<file path="config.mk">
export PLATFORM = sky130hd
export DESIGN_NAME = muldiv_unit_flat
export DESIGN_NICKNAME = d
export VERILOG_FILES = /design/src/rtl/muldiv_if.sv /design/src/rtl/muldiv_unit.sv /design/src/flat_wrapper.sv
export SDC_FILE = /design/constraint.sdc
export NUM_CORES = 2
export LEC_CHECK = 0
export CELL_PAD_IN_SITES_DETAIL_PLACEMENT = 0
export CELL_PAD_IN_SITES_GLOBAL_PLACEMENT = 1
export CORE_MARGIN = 2
export CORE_UTILIZATION = 46
export CTS_CLUSTER_SIZE = 20
export DETAILED_ROUTE_END_ITERATION = 16
export GPL_TIMING_DRIVEN = 0
export PLACE_DENSITY = 0.77
export SYNTH_ARGS = -nofsm -noshare
export SYNTH_HDL_FRONTEND = slang
export SYNTH_SLANG_ARGS = --single-unit
</file>
<file path="constraint.sdc">
create_clock -name clk -period 8.8 [get_ports clk]
set_input_delay 1.32 -clock clk [delete_from_list [all_inputs] [get_ports clk]]
set_output_delay 1.32 -clock clk [all_outputs]
set_load 0.05 [all_outputs]
</file>
<file path="src/rtl/muldiv_if.sv">
// Execute-stage handshake between the pipeline and the M-extension unit.
// The pipeline drives operands and start; the unit answers with stall/done/result.
interface muldiv_if;
   logic        startE;
   logic        flushE;
   logic [2:0]  funct3E;
   logic [31:0] SrcAE;
   logic [31:0] SrcBE;
   logic        stallE;
   logic        doneE;
   logic [31:0] resultE;

   modport master (
      output startE, flushE, funct3E, SrcAE, SrcBE,
      input  stallE, doneE, resultE
   );

   modport slave (
      input  startE, flushE, funct3E, SrcAE, SrcBE,
      output stallE, doneE, resultE
   );
endinterface

</file>
<file path="src/rtl/muldiv_unit.sv">
// RV32M multiply/divide: 2-cycle multiply, 32-step restoring divide.
// Holds the execute stage through stallE until the registered result is ready.
module muldiv_unit (
   input  logic     clk,
   input  logic     clr_n,
   muldiv_if.slave  bus
);

   typedef enum logic [1:0] {
      S_IDLE,
      S_MUL,
      S_DIV,
      S_DONE
   } state_t;

   state_t      state, nxt;
   logic [31:0] a_q, b_q, rem_q, res_q;
   logic [1:0]  f3_q;
   logic [4:0]  cnt_q;
   logic        sq_q, sr_q;

   logic        accept, sgn, div_zero, div_ovf, special;
   logic [31:0] abs_a, abs_b, spec_res;
   logic        mas, mbs;
   logic [63:0] ax, bx, prod;
   logic [32:0] r_sh, diff;
   logic [31:0] rem_n, quo_n, q_fin, r_fin;

   assign accept   = (state == S_IDLE) & bus.startE & ~bus.flushE;
   assign sgn      = ~bus.funct3E[0];
   assign abs_a    = (sgn & bus.SrcAE[31]) ? -bus.SrcAE : bus.SrcAE;
   assign abs_b    = (sgn & bus.SrcBE[31]) ? -bus.SrcBE : bus.SrcBE;
   assign div_zero = (bus.SrcBE == 32'd0);
   assign div_ovf  = sgn & (bus.SrcAE == 32'h8000_0000)
                         & (bus.SrcBE == 32'hFFFF_FFFF);
   assign special  = div_zero | div_ovf;

   always_comb begin
      spec_res = 32'd0;
      unique case (1'b1)
         div_zero: spec_res = bus.funct3E[1] ? bus.SrcAE : 32'hFFFF_FFFF;
         div_ovf:  spec_res = bus.funct3E[1] ? 32'd0 : 32'h8000_0000;
         default:  spec_res = 32'd0;
      endcase
   end

   // 01 MULH: both signed; 10 MULHSU: only rs1 signed
   assign mas  = ((f3_q == 2'b01) | (f3_q == 2'b10)) & a_q[31];
   assign mbs  = (f3_q == 2'b01) & b_q[31];
   assign ax   = {{32{mas}}, a_q};
   assign bx   = {{32{mbs}}, b_q};
   assign prod = ax * bx;

   // a_q doubles as the dividend/quotient shift register during DIV
   assign r_sh  = {rem_q, a_q[31]};
   assign diff  = r_sh - {1'b0, b_q};
   assign rem_n = diff[32] ? r_sh[31:0] : diff[31:0];
   assign quo_n = {a_q[30:0], ~diff[32]};
   assign q_fin = sq_q ? -quo_n : quo_n;
   assign r_fin = sr_q ? -rem_n : rem_n;

   always_ff @(posedge clk or negedge clr_n) begin
      if (!clr_n) state <= S_IDLE;
      else        state <= nxt;
   end

   always_comb begin
      nxt = state;
      unique case (state)
         S_IDLE: begin
            if (accept) begin
               if (!bus.funct3E[2]) nxt = S_MUL;
               else if (special)    nxt = S_DONE;
               else                 nxt = S_DIV;
            end
         end
         S_MUL:  nxt = bus.flushE ? S_IDLE : S_DONE;
         S_DIV: begin
            if (bus.flushE)        nxt = S_IDLE;
            else if (&cnt_q)       nxt = S_DONE;
         end
         S_DONE: nxt = S_IDLE;
         default: nxt = S_IDLE;
      endcase
   end

   always_ff @(posedge clk or negedge clr_n) begin
      if (!clr_n) begin
         a_q   <= 32'd0;
         b_q   <= 32'd0;
         rem_q <= 32'd0;
         res_q <= 32'd0;
         f3_q  <= 2'd0;
         cnt_q <= 5'd0;
         sq_q  <= 1'b0;
         sr_q  <= 1'b0;
      end else if (accept) begin
         f3_q  <= bus.funct3E[1:0];
         cnt_q <= 5'd0;
         rem_q <= 32'd0;
         sq_q  <= sgn & (bus.SrcAE[31] ^ bus.SrcBE[31]);
         sr_q  <= sgn & bus.SrcAE[31];
         if (!bus.funct3E[2]) begin
            a_q <= bus.SrcAE;
            b_q <= bus.SrcBE;
         end else begin
            a_q <= abs_a;
            b_q <= abs_b;
            if (special) res_q <= spec_res;
         end
      end else if (state == S_MUL && !bus.flushE) begin
         res_q <= (f3_q == 2'b00) ? prod[31:0] : prod[63:32];
      end else if (state == S_DIV && !bus.flushE) begin
         rem_q <= rem_n;
         a_q   <= quo_n;
         cnt_q <= cnt_q + 5'd1;
         if (&cnt_q) res_q <= f3_q[1] ? r_fin : q_fin;
      end
   end

   assign bus.stallE  = clr_n & (accept | (state == S_MUL)
                                        | (state == S_DIV));
   assign bus.doneE   = (state == S_DONE);
   assign bus.resultE = res_q;

endmodule

</file>
<file path="src/flat_wrapper.sv">
// flat-port wrapper written by rule: the top's interface ports become plain ports
module muldiv_unit_flat 
  (clk, clr_n, bus_startE, bus_flushE, bus_funct3E, bus_SrcAE, bus_SrcBE, bus_stallE, bus_doneE, bus_resultE);
  muldiv_if bus_i ();
  input  logic clk;
  input  logic clr_n;
  input wire logic [$bits(bus_i.startE)-1:0] bus_startE;
  input wire logic [$bits(bus_i.flushE)-1:0] bus_flushE;
  input wire logic [$bits(bus_i.funct3E)-1:0] bus_funct3E;
  input wire logic [$bits(bus_i.SrcAE)-1:0] bus_SrcAE;
  input wire logic [$bits(bus_i.SrcBE)-1:0] bus_SrcBE;
  output wire logic [$bits(bus_i.stallE)-1:0] bus_stallE;
  output wire logic [$bits(bus_i.doneE)-1:0] bus_doneE;
  output wire logic [$bits(bus_i.resultE)-1:0] bus_resultE;
  assign bus_i.startE = bus_startE;
  assign bus_i.flushE = bus_flushE;
  assign bus_i.funct3E = bus_funct3E;
  assign bus_i.SrcAE = bus_SrcAE;
  assign bus_i.SrcBE = bus_SrcBE;
  assign bus_stallE = bus_i.stallE;
  assign bus_doneE = bus_i.doneE;
  assign bus_resultE = bus_i.resultE;
  muldiv_unit u_core (.clk(clk), .clr_n(clr_n), .bus(bus_i));
endmodule
</file>
Yosys cells after proc, flatten, opt, wreduce, memory -nomap -nowiden
Cells that the tools add are included.

$mul: 1. Bitwise logic cells: 18. Add/subtract/negate cells: 6. Reduce and logical (&&, ||, !) cells: 13. Equal/unequal tests: 12. Mux-type cells: 34.

Operators by type and width (count): two-way mux 32 bit (23); negator 32 bit (4); equality test 32 bit (second input constant) (2); multiplier 33 x 33 -> 64 bit (1); case mux 32 bit (2 select lines) (1); subtractor 33 x 32 -> 33 bit (1); logical NOT 32 bit (1); two-way mux 5 bit (3); AND 1 bit (10); two-way mux 2 bit (5); case mux 2 bit (4 select lines) (1); equality test 2 bit (second input constant) (3); nonzero test 3 bit (2); adder 5 x 1 -> 5 bit (second input constant) (1); AND reduction 5 bit (1); equality test 2 x 1 -> 1 bit (second input constant) (2); logical NOT 2 bit (2); != test 2 x 1 -> 1 bit (second input constant) (2); != test 2 bit (second input constant) (2); bitwise OR 1 bit (4); AND reduction 2 bit (2); AND reduction 4 bit (1); != test 3 x 2 -> 1 bit (second input constant) (1); NOT 1 bit (3); 5 further kinds (6).

Bits of input ports: 71. Register bits: 139. Output and inout bits: 34. Word-level logic and storage cells: 93.

Longest topological paths before layout
Word-level depth: 9. Mapped depth: 37. Gate-level depth less buffers: 32.

Worst setup path after synthesis
Ideal clock, no wire load.

Path type: register to register. From: register u_core.f3_q[1]. To: register u_core.res_q[30], in the netlist u_core.bus.resultE[30]. Cell stages (with the launch flop): 37. Setup time: 133 ps. Slack: -489 ps. Clock period less this slack: 9289 ps. Data arrival time: 9156 ps. Data required time: 8667 ps. Path buffers: 4. Path through: dfrtp_1 -> clkbuf_1 -> inv_1 -> clkbuf_1 -> ha_1 -> and2_1 -> clkbuf_1 -> clkbuf_1 -> nand2_1 -> inv_1 -> fa_1 -> inv_1 -> fa_1 -> inv_1 -> fa_1 -> fa_1 -> inv_1 -> fa_1 -> inv_1 -> fa_1 -> inv_1 -> fa_1 -> fa_1 -> inv_1 -> ha_1 -> a21o_1 -> a21o_1 -> a21oi_1 -> o21ai_0 -> a311oi_1 -> inv_1 -> a221o_1 -> o41ai_1 -> o21ai_0 -> xor2_1 -> nand2_1 -> o211ai_1.

Longest elaborated chain between the ends: 7. Elaborated cells between the ends (all ways): 13. Classes of those cells: mul: 1; eq/ne: 2; mux: 6; bitwise: 3; reduce/logical: 1.

RTL lines: start: declaration (line muldiv_unit.sv:18) `logic [1:0] f3_q;`; start signal: assignment (line muldiv_unit.sv:98) `f3_q <= bus.funct3E[1:0];`; equality test 2 x 1 -> 1 bit or equality test 2 bit (tied branches) (line muldiv_unit.sv:48, muldiv_unit.sv:49); bitwise OR 1 bit (line muldiv_unit.sv:48) `assign mas = ((f3_q == 2'b01) | (f3_q == 2'b10)) & a_q[31];`; AND 1 bit (line muldiv_unit.sv:48); multiplier 33 x 33 -> 64 bit (line muldiv_unit.sv:52) `assign prod = ax * bx;`; two-way mux 32 bit (line muldiv_unit.sv:112) `res_q <= (f3_q == 2'b00) ? prod[31:0] : prod[63:32];`; two-way mux 32 bit * (line muldiv_unit.sv:111) `end else if (state == S_MUL && !bus.flushE) begin`; two-way mux 32 bit * (line muldiv_unit.sv:97) `end else if (accept) begin`; end signal: assignment (line muldiv_unit.sv:109) `if (special) res_q <= spec_res;`; end signal: assignment (line muldiv_unit.sv:112); end signal: assignment (line muldiv_unit.sv:117) `if (&cnt_q) res_q <= f3_q[1] ? r_fin : q_fin;`; end: declaration (line muldiv_unit.sv:17) `logic [31:0] a_q, b_q, rem_q, res_q;`.

Mark *: on every way between the ends. The rest lies on a longest branch, timed or not. The select of a mux whose other input is x is not followed. A chain may end at the register's enable or synchronous reset.

Worst setup path after layout
From: register u_core.f3_q[1]. To: register u_core.res_q[28], in the netlist u_core.bus.resultE[28].

Same word-level chain as after synthesis.

==> out/metrics.cfg <==
[yosys]
synth_async_sr_flop_share=1.00
post_synth_mux_area_share=0.00714
synth_adder_area_share=0.518
synth-xor-area-share=0.0364
ys_dominant_reg_cell=dfrtp_1
synth_compound_area_frac=0.0920
synth_top_family_by_area=adder cells
syn_nets=7262
yosysUniqueCellTypes=81
netlist_area_sq_um=49800
synth.yosys.warnings=0
yosys.area_share.simple=0.156
syn-instance-count=5806
synth-seq-area-share=0.0699
ys_ff_latch=139
avgSynthCellArea_sq_um=8.58
synth_enable_flop_cells=0

[critical_path]
critical_path_start_type=register
reg2reg_setup_slack_ps=-210
slowest_delay_ps=640
timing.setup.critical_path_class=reg -> reg
critPathCaptureType=register
cp-endpoint=u_core.bus.resultE[28]
worst-path-max-fanout=5
timing.rr.end=u_core.bus.resultE[28]
critPathArrivalTime_ps=9330
worst_path_max_delay_cell=fa_2
worst-endpoint-required_ps=9120
crit_path_start=u_core.f3_q[1]
regToRegStartpoint=u_core.f3_q[1]
r2r_cells=32

[die]
core_area_sq_um=107000
boundaryPins=105
die_w_microns=333
start_util=0.464
vertical_die_dimension_microns=333
die-area_sq_um=111000
placement_rows=120

[route]
drt.antenna.violating_nets=0
wire_length_per_cell_microns=28.6
detailroute.via_count=43200
drt_first_iter_violations=4566
via_count_normalized_by_instance_count=5.82
first_pass_iters=6
route.final.wire_length_mm=212
drcViolationCount=0

[timing]
final_critical_path_setup_slack_ps=-214
tightest_slew_ps=1200
worst_clock_skew_ps=21.0
fin_crit_ps=9010
setup-tns-final_ps=-442
maxClockFrequency_ghz=0.111
setup_violations=4
rsz_0062_raised_after_global_routing=true
final_max_slew_viol_count=0
final_min_period_over_clock_period=1.02
final_hold_viol_count=0
timing.max_slew.rel_slack=0.196

[clock_network]
clock_tree.root_cell=clkbuf_16
worstSkewPairLatency_ps=460
post_cts_hold_fix_bufs=0
cts.htree.levels=4
max-clock-path-buffers=2
cts_buffers=17
tritoncts_clock_tree=yes
clk_pin_slew_ps=70
cts.sink_count=139

[flow_run]
max_cap_violations=0

[global_route]
grt_start_max_net_pins=84
via_count_of_the_first_global_routing_pass=43500
grt_usage=0.387
grt.overflow.total=0
grt_antenna_before_repair=27
grt_pass1_wl_mm=305

[status]
violations=setup timing
status=finished with violations

[final_layout]
flow.area_growth_from_synthesis_pct=11.3
layout-drive-gt1-share=0.0965
final_nets=7431

[place]
buffer_ports.inserted=103
dp_hpwl_mm=176
gp_congestion=1.04

[min_path]
worstHoldPathType=reg -> reg

-- worst max-delay path: cells and delay by family (launching register included) --
kind                       cells  cell delay (ps)
DFF                            1              420
AOI/OAI and AO/OA             10             2060
and+or+nand+nor                2              320
xor gates and xnor gates       1              340
buffers and inverters          9              890
adders and majority gates     10             4840
-- cells in the mapped netlist, drive strengths merged, types with 6 or more instances --
| master | number | area [sq um] |
|---|---|---|
| and4 | 6 | 52.6 |
| a21oi | 152 | 764 |
| a2111oi | 9 | 104 |
| xnor2 | 125 | 1090 |
| o211a | 6 | 60.1 |
| nor4 | 23 | 144 |
| fa | 1126 | 22500 |
| o211ai | 30 | 225 |
| or4 | 14 | 105 |
| inv | 1256 | 4710 |
| mux2i | 31 | 310 |
| a211o | 11 | 96.3 |
| ha | 259 | 3240 |
| nand4 | 28 | 175 |
| a22o | 9 | 78.8 |
| dfrtp | 139 | 3480 |
| xor2 | 82 | 718 |
| or3 | 22 | 148 |
| o21ai | 253 | 1270 |
| o2111ai | 11 | 96.3 |
| a22oi | 30 | 225 |
| o21bai | 7 | 52.6 |
| nor2 | 211 | 795 |
| o31ai | 30 | 225 |
| nor2b | 18 | 113 |
| nand2 | 977 | 3670 |
| clkbuf | 286 | 1070 |
| nor3 | 43 | 215 |
| o21a | 12 | 90.1 |
| o41ai | 12 | 105 |
| a21o | 52 | 390 |
| and2 | 249 | 1560 |
| nand3 | 40 | 200 |
| or2 | 19 | 119 |
| a211oi | 22 | 165 |
| nand2b | 17 | 106 |
| and3 | 35 | 219 |
| buf | 58 | 241 |
| a31oi | 32 | 200 |
-- kinds of logic after synthesis --
| logic type | after synthesis |
|---|---|
| AO/OA/AOI/OAI | 722 |
| XOR/XNOR | 207 |
| adder cells (fa/ha/maj) | 1385 |
| buffers and inverters | 1600 |
| flip-flops | 139 |
| multiplexers | 35 |
| AND/OR/NAND/NOR | 1718 |
-- layer usage --
layer,part of all wire,vias to the layer above,GRT usage
met3,0.12,594,0.119
met4,0.077,6,0.241
li1,-,18000,-
met1,0.38,22200,0.503
met2,0.43,2437,0.561
met5,0.0012,-,0.0135
-- how the worst min path moves through the flow --
stage,start,to,depth (start not counted)
floorplan,u_core.rem_q[28],u_core.rem_q[28],2
global placement,u_core.bus.resultE[15],u_core.bus.resultE[15],2
detailed placement,u_core.bus.resultE[15],u_core.bus.resultE[15],2
CTS,u_core.bus.resultE[15],u_core.bus.resultE[15],2
global route,u_core.bus.resultE[15],u_core.bus.resultE[15],2
finish,u_core.bus.resultE[15],u_core.bus.resultE[15],2
-- layout by cell type (no fill, tap or decap), drive strengths merged, types with 23 or more instances in the layout --
| cell type | count |
|---|---|
| inv | 1261 |
| dfrtp | 139 |
| and2 | 249 |
| clkdlybuf4s50 | 102 |
| fa | 1126 |
| diode | 29 |
| nand2 | 977 |
| nor4 | 23 |
| o31ai | 30 |
| nor3 | 43 |
| ha | 259 |
| a31oi | 32 |
| xnor2 | 125 |
| nand4 | 28 |
| and3 | 35 |
| a22oi | 30 |
| xor2 | 82 |
| buf | 180 |
| clkbuf | 226 |
| mux2i | 31 |
| o211ai | 30 |
| nand3 | 40 |
| a21oi | 152 |
| nor2 | 211 |
| a21o | 52 |
| o21ai | 253 |
-- stage by stage --
stage	utilization	std cells	setup slack (ps)	hold slack, ps	cell area [sq um]
detailed placement	0.491	7313	-2280	490	52700
floorplan	-	5806	22.2	478	49800
global route	0.517	7406	-461	536	55400
CTS	0.508	7341	-275	506	54500
finish	0.517	7420	-214	501	55400
global placement	0.491	7312	-2480	486	52600
-- final cells by class --
type                    instances  area (sq um)
diodes                         29          72.6
plain buffers                 289          1610
clock buffers                  17           425
clock inverters                15           164
fillers                     10500         51800
inverters                    1256          4740
multi-input cells            4067         41100
flip-flops and latches        139          3630
well taps                    1403          1760
repair buffers                205          1910
-- timing repair --
item                                    4_1_cts  5_1_grt
gates resized for setup                     454      246
endpoints found under the setup margin       32       25
buffers inserted                             48       54
pin swaps                                    73       71
-- state kept, by name, indices dropped and copies added (netlist names) --
name	cells
u_core.a_q	32
u_core.b_q	32
u_core.bus.resultE	32
u_core.rem_q	32
u_core.cnt_q	5
u_core.f3_q	2
u_core.state	2
u_core.sq_q	1
u_core.sr_q	1
Power is left out: the tool's default activity adds up to more than one toggle a clock period on the data nets, which glitch-free logic cannot reach.
